===== config.mk =====
export PLATFORM = sky130hd
export DESIGN_NAME = fetch_unit
export DESIGN_NICKNAME = d
export VERILOG_FILES = /design/src/rtl/fetch_unit.sv
export SDC_FILE = /design/constraint.sdc
export NUM_CORES = 1
export LEC_CHECK = 0
export ABC_CLOCK_PERIOD_IN_PS = 4350
export BUFFER_PORTS_ARGS = -buffer_cell sky130_fd_sc_hd__buf_2
export CELL_PAD_IN_SITES_DETAIL_PLACEMENT = 0
export CELL_PAD_IN_SITES_GLOBAL_PLACEMENT = 1
export CORE_MARGIN = 3
export CORE_UTILIZATION = 37
export DETAILED_ROUTE_END_ITERATION = 7
export GPL_ROUTABILITY_DRIVEN = 0
export HOLD_SLACK_MARGIN = 0.05
export MAX_ROUTING_LAYER = met4
export PLACE_DENSITY_LB_ADDON = 0.1
export SLEW_MARGIN = 10
export SYNTH_ARGS = -nofsm -noshare
export SYNTH_HDL_FRONTEND = slang
export SYNTH_SLANG_ARGS = --single-unit

===== constraint.sdc =====
create_clock -name Clock -period 4.35 [get_ports Clock]
set_clock_uncertainty 0.1 [all_clocks]
set_input_delay 0.435 -clock Clock [delete_from_list [all_inputs] [get_ports Clock]]
set_output_delay 0.435 -clock Clock [all_outputs]
set_load 0.03 [all_outputs]

===== src/rtl/fetch_unit.sv =====
// Instruction fetch unit: owns the program counter and the instruction
// register, and runs one outstanding memory read at a time with a bounded
// wait for the memory acknowledge.
module fetch_unit #(
  parameter int TIMEOUT = 15
) (
  input  logic        Clock,
  input  logic        Reset,
  input  logic        PCReset,
  input  logic        PCWrite,
  input  logic        PCIncrement,
  input  logic [15:0] PCTarget,
  input  logic        IRWrite,
  input  logic        IRReset,
  input  logic [15:0] MemData,
  input  logic        MemAck,
  output logic        MemReq,
  output logic [15:0] MemAddr,
  output logic [15:0] INS,
  output logic [15:0] PC,
  output logic        InsValid,
  output logic        Busy,
  output logic        FetchErr
);

  typedef enum logic {
    IDLE  = 1'b0,
    FETCH = 1'b1
  } state_t;

  // The wait counter gives up on the cycle where it has already seen
  // TIMEOUT-1 ack-less cycles, so the request stays up for TIMEOUT cycles.
  localparam logic [7:0] LAST_WAIT = 8'(TIMEOUT - 1);

  state_t      state;
  state_t      next_state;
  logic [7:0]  wait_cnt;
  logic        start_fetch;
  logic        take_ack;
  logic        time_out;

  // Next-state decode; IRReset dominates everything the fetch FSM could do.
  always_comb begin
    next_state  = state;
    start_fetch = 1'b0;
    take_ack    = 1'b0;
    time_out    = 1'b0;
    if (IRReset) begin
      next_state = IDLE;
    end else begin
      case (state)
        IDLE: begin
          if (IRWrite) begin
            start_fetch = 1'b1;
            next_state  = FETCH;
          end
        end
        FETCH: begin
          if (MemAck) begin
            take_ack   = 1'b1;
            next_state = IDLE;
          end else if (wait_cnt == LAST_WAIT) begin
            time_out   = 1'b1;
            next_state = IDLE;
          end
        end
        default: next_state = IDLE;
      endcase
    end
  end

  // State register.
  always_ff @(posedge Clock) begin
    if (Reset) begin
      state <= IDLE;
    end else begin
      state <= next_state;
    end
  end

  // Program counter with PCReset > PCWrite > PCIncrement, independent of fetches.
  always_ff @(posedge Clock) begin
    if (Reset) begin
      PC <= 16'h0000;
    end else if (PCReset) begin
      PC <= 16'h0000;
    end else if (PCWrite) begin
      PC <= PCTarget;
    end else if (PCIncrement) begin
      PC <= PC + 16'd1;
    end
  end

  // Fetch datapath: address latch, instruction register, status flags, wait counter.
  always_ff @(posedge Clock) begin
    if (Reset) begin
      MemAddr  <= 16'h0000;
      INS      <= 16'h0000;
      InsValid <= 1'b0;
      FetchErr <= 1'b0;
      wait_cnt <= 8'd0;
    end else if (IRReset) begin
      INS      <= 16'h0000;
      InsValid <= 1'b0;
      FetchErr <= 1'b0;
      wait_cnt <= 8'd0;
    end else if (start_fetch) begin
      MemAddr  <= PC;
      InsValid <= 1'b0;
      FetchErr <= 1'b0;
      wait_cnt <= 8'd0;
    end else if (take_ack) begin
      INS      <= MemData;
      InsValid <= 1'b1;
      wait_cnt <= 8'd0;
    end else if (time_out) begin
      FetchErr <= 1'b1;
      wait_cnt <= 8'd0;
    end else if (state == FETCH) begin
      wait_cnt <= wait_cnt + 8'd1;
    end
  end

  // The request is the FETCH state bit itself, so it comes straight off a flop.
  assign MemReq = (state == FETCH);
  assign Busy   = MemReq;

endmodule


==> flow_summary_export.csv <==
group,metric,value,unit
yosys,synthFlopType,"sky130_fd_sc_hd__dfxtp_1",
cts,ctsRootBufferMaster,"sky130_fd_sc_hd__clkbuf_8",
cts,cts-htree-levels,3,
route,dr_wl_met2,2680,µm
finish,finish.net_count,429,
critical_path,r2r_end,"INS[2]",
route,route.met3.wl,410,µm
global_route,grt_start_max_net_pins,27,
route,wl_per_cell,12.7,µm
power_and_ir_drop,vdd.ir_drop.worst,186,µV
sta,finalHoldViolCount,0,
floorplan,initial_core_util,0.396,
place,place.detailed.hpwl,4280,µm
yosys,yosys_warnings,0,
route,met1Wirelength,2740,µm
route,via_count,2204,
critical_path,critical_path_launch_point_type,"flop",
critical_path,cp_launch_point,"Busy",
cts,postCtsResizedCells,0,
power_and_ir_drop,p_leak,1.24,nW
yosys,synth-seq-cells,59,
global_route,antenna_found_initial,0,
route,highest-signal-layer,"met4",
yosys,synth.top_cells.by_area,"sky130_fd_sc_hd__dfxtp_1 48%, sky130_fd_sc_hd__nand2_1 11%, sky130_fd_sc_hd__a21oi_1 9.2%",
place,place_inst,450,
finish,syn2layout_area_growth,25.6,%
yosys,synth_sequential_area_ratio,0.484,
finish,stdcell_area,3060,µm²
sta,timing_worst_slew_pin_value,1040,ps
yosys,synthesis.area,2440,µm²
critical_path,critical_path.cell_chain,"nand2b_1 -> nor2_1 -> nand2_1 -> a21oi_1",
critical_path,worst_setup_path_end_kind,"flop",
floorplan,die_w,87.2,µm
floorplan,dieArea,7600,µm²
cts,cts_inserted_buffers,9,
critical_path,timing.critical_path.slowest_cell_delay,810,ps
job,max_cap_viols,0,
critical_path,endpoint_arrival_time_on_the_critical_path,2140,ps
place,placed_cell_area,2900,µm²
floorplan,floorplan.rows,28,
cts,cts_sink_cnt,59,
cts,clk_pin_slew_worst_setup_hold_paths,70,ps
route,vias_per_cell,4.74,
global_route,wire_length_of_the_first_global_routing_pass,9720,µm
cts,cts_tree,"yes",
critical_path,critPathKind,"reg2reg",
sta,highest_clock_frequency_the_design_can_meet,505,MHz
yosys,synthDistinctLibCells,33,
route,wl,5890,µm
sta,whs,241,ps
yosys,post-synth-top-area-fraction,0.484,
yosys,synthCells,301,
sta,rsz_0062_raised_after_global_routing,"no",
place,port_buffers,91,
critical_path,cpMaxStageDelayCell,"sky130_fd_sc_hd__nor2_1",
sta,final.setup.tns,0,ps
global_route,grt_pass1_vias,2052,
critical_path,r2r-start,"Busy",
cts,cts_setup_buffers,0,
cts,holdBufCountCts,0,
finish,final-instance-count-excl-fill,465,
yosys,synth_commonest_cells,"71 x sky130_fd_sc_hd__nand2_1, 59 x sky130_fd_sc_hd__dfxtp_1, 45 x sky130_fd_sc_hd__a21oi_1",
route,detail_route.drc_violations,0,
yosys,synth_area_leader_cell,"sky130_fd_sc_hd__dfxtp_1",
global_route,grt_usage,0.168,
power_and_ir_drop,power.density_cell_area,349,nW/µm²
floorplan,design.core.area,6170,µm²
critical_path,worst-endpoint-required,4510,ps
worst_hold_path,timing.hold.worst.class,"in2reg",
critical_path,setup.reg_to_reg.worst_slack,2370,ps
yosys,synth.avg_cell_area,8.11,µm²
critical_path,critPathCapture,"INS[2]",
yosys,number_of_enable_type_register_cells_in_the_synthesized_netlist,0,
global_route,leftover_overflow_at_the_end_of_global_routing,0,
sta,clock_period_minus_final_worst_setup_slack,1980,ps
critical_path,critical_path.max_fanout,17,
yosys,async_flop_share,0,
floorplan,floorplan.die.height,87.2,µm
yosys,syn-num-nets,344,
yosys,most_used_standard_cell_by_instance_count_after_synthesis,"sky130_fd_sc_hd__nand2_1",
sta,tcrit_tclk_final,0.455,
floorplan,number_of_top_level_pins,92,
route,drt_pre_antenna_iters,4,
cts,clkLatencyLatePin,330,ps
critical_path,ff2ff_path_depth,4,
route,first_iter_violations,109,
sta,timing.max_slew.rel_slack,0.306,
finish,drive_gt1_frac,0.282,
outcome,outcome,"finished, final reports clean",
sta,setup_viol_count_final,0,
route,ant_nets,0,
finish,antenna-diode-count,0,
cts,clock_path_buffers,2,
sta,slew_violations,0,
[final cells by class]
type | count | area, µm²
clock buffer | 12 | 145
clock inverter | 3 | 15.0
fill | 643 | 3100
inverter | 7 | 26.3
multi-input combinational | 218 | 1150
sequential | 59 | 1180
tap | 75 | 93.8
timing repair buffer | 91 | 455
[cells in the final DEF (no fill, tap or decap), drive strengths merged]
| cell | instances |
|---|---|
| a31oi | 2 |
| nand2b | 2 |
| clkinv | 4 |
| or3 | 3 |
| nand2 | 71 |
| nand4 | 7 |
| buf | 91 |
| or2 | 4 |
| mux2i | 3 |
| nor4 | 5 |
| ha | 3 |
| o21a | 2 |
| nor2b | 1 |
| inv | 6 |
| a211oi | 1 |
| o31ai | 1 |
| nand3 | 6 |
| nor3 | 6 |
| xor2 | 4 |
| a21oi | 45 |
| or4 | 1 |
| xnor2 | 16 |
| dfxtp | 59 |
| a41oi | 1 |
| o21ai | 14 |
| clkbuf | 12 |
| nor2 | 20 |
[metal layers]
| metal | GRT usage | vias up |
|---|---|---|
| met5 | - | - |
| met4 | 0.0460 | 0 |
| met3 | 0.0596 | 6 |
| met2 | 0.255 | 66 |
| met1 | 0.213 | 949 |
| li1 | - | 1183 |
[power breakdown]
| part | switching, mW | internal [mW] | leakage (nW) | total, mW |
|---|---|---|---|---|
| clock network | 0.198 | 0.216 | 0.0860 | 0.415 |
| logic | 0.0576 | 0.0330 | 0.676 | 0.0906 |
| registers | 0.0130 | 0.550 | 0.478 | 0.563 |
| total | 0.269 | 0.800 | 1.24 | 1.07 |
[state kept, by name, indices dropped and copies added, names as in the netlist]
signal / flops
INS: 16
MemAddr: 16
PC: 16
wait_cnt: 8
Busy: 1
FetchErr: 1
InsValid: 1
[how the worst min path moves through the flow]
stage | from | endpoint | slack (ps) | depth (start not counted)
after global routing | MemData[1] | INS[1] | 230 | 3
after CTS | MemData[4] | INS[4] | 230 | 3
after detailed placement | INS[13] | INS[13] | 350 | 2
after floorplan | wait_cnt[7] | wait_cnt[7] | 380 | 2
after global placement | INS[11] | INS[11] | 340 | 2
final | MemData[4] | INS[4] | 240 | 3
[metrics by stage]
step,power (mW),setup WS (ps),utilization
detailed placement,0.667,2250,0.471
finish,1.07,2370,0.497
floorplan,0.632,2430,-
global placement,0.667,2250,0.471
global route,1.12,2110,0.497
CTS,1.09,2310,0.497
[cells by family after synthesis]
group,synth area share
XOR/XNOR,0.0718
AND/OR/NAND/NOR,0.229
multiplexers,0.0123
buffers and inverters,0.0456
flip-flops,0.484
adder cells (fa/ha/maj),0.0154
AO/OA/AOI/OAI,0.142
[critical path, delay by kind of cell (launching register included)]
family	cells	cell delay, ps
and+or+nand+nor	3	1100
AOI/OAI and AO/OA	1	150
DFF	1	560
No activity file was read; power rests on OpenSTA's default activity.
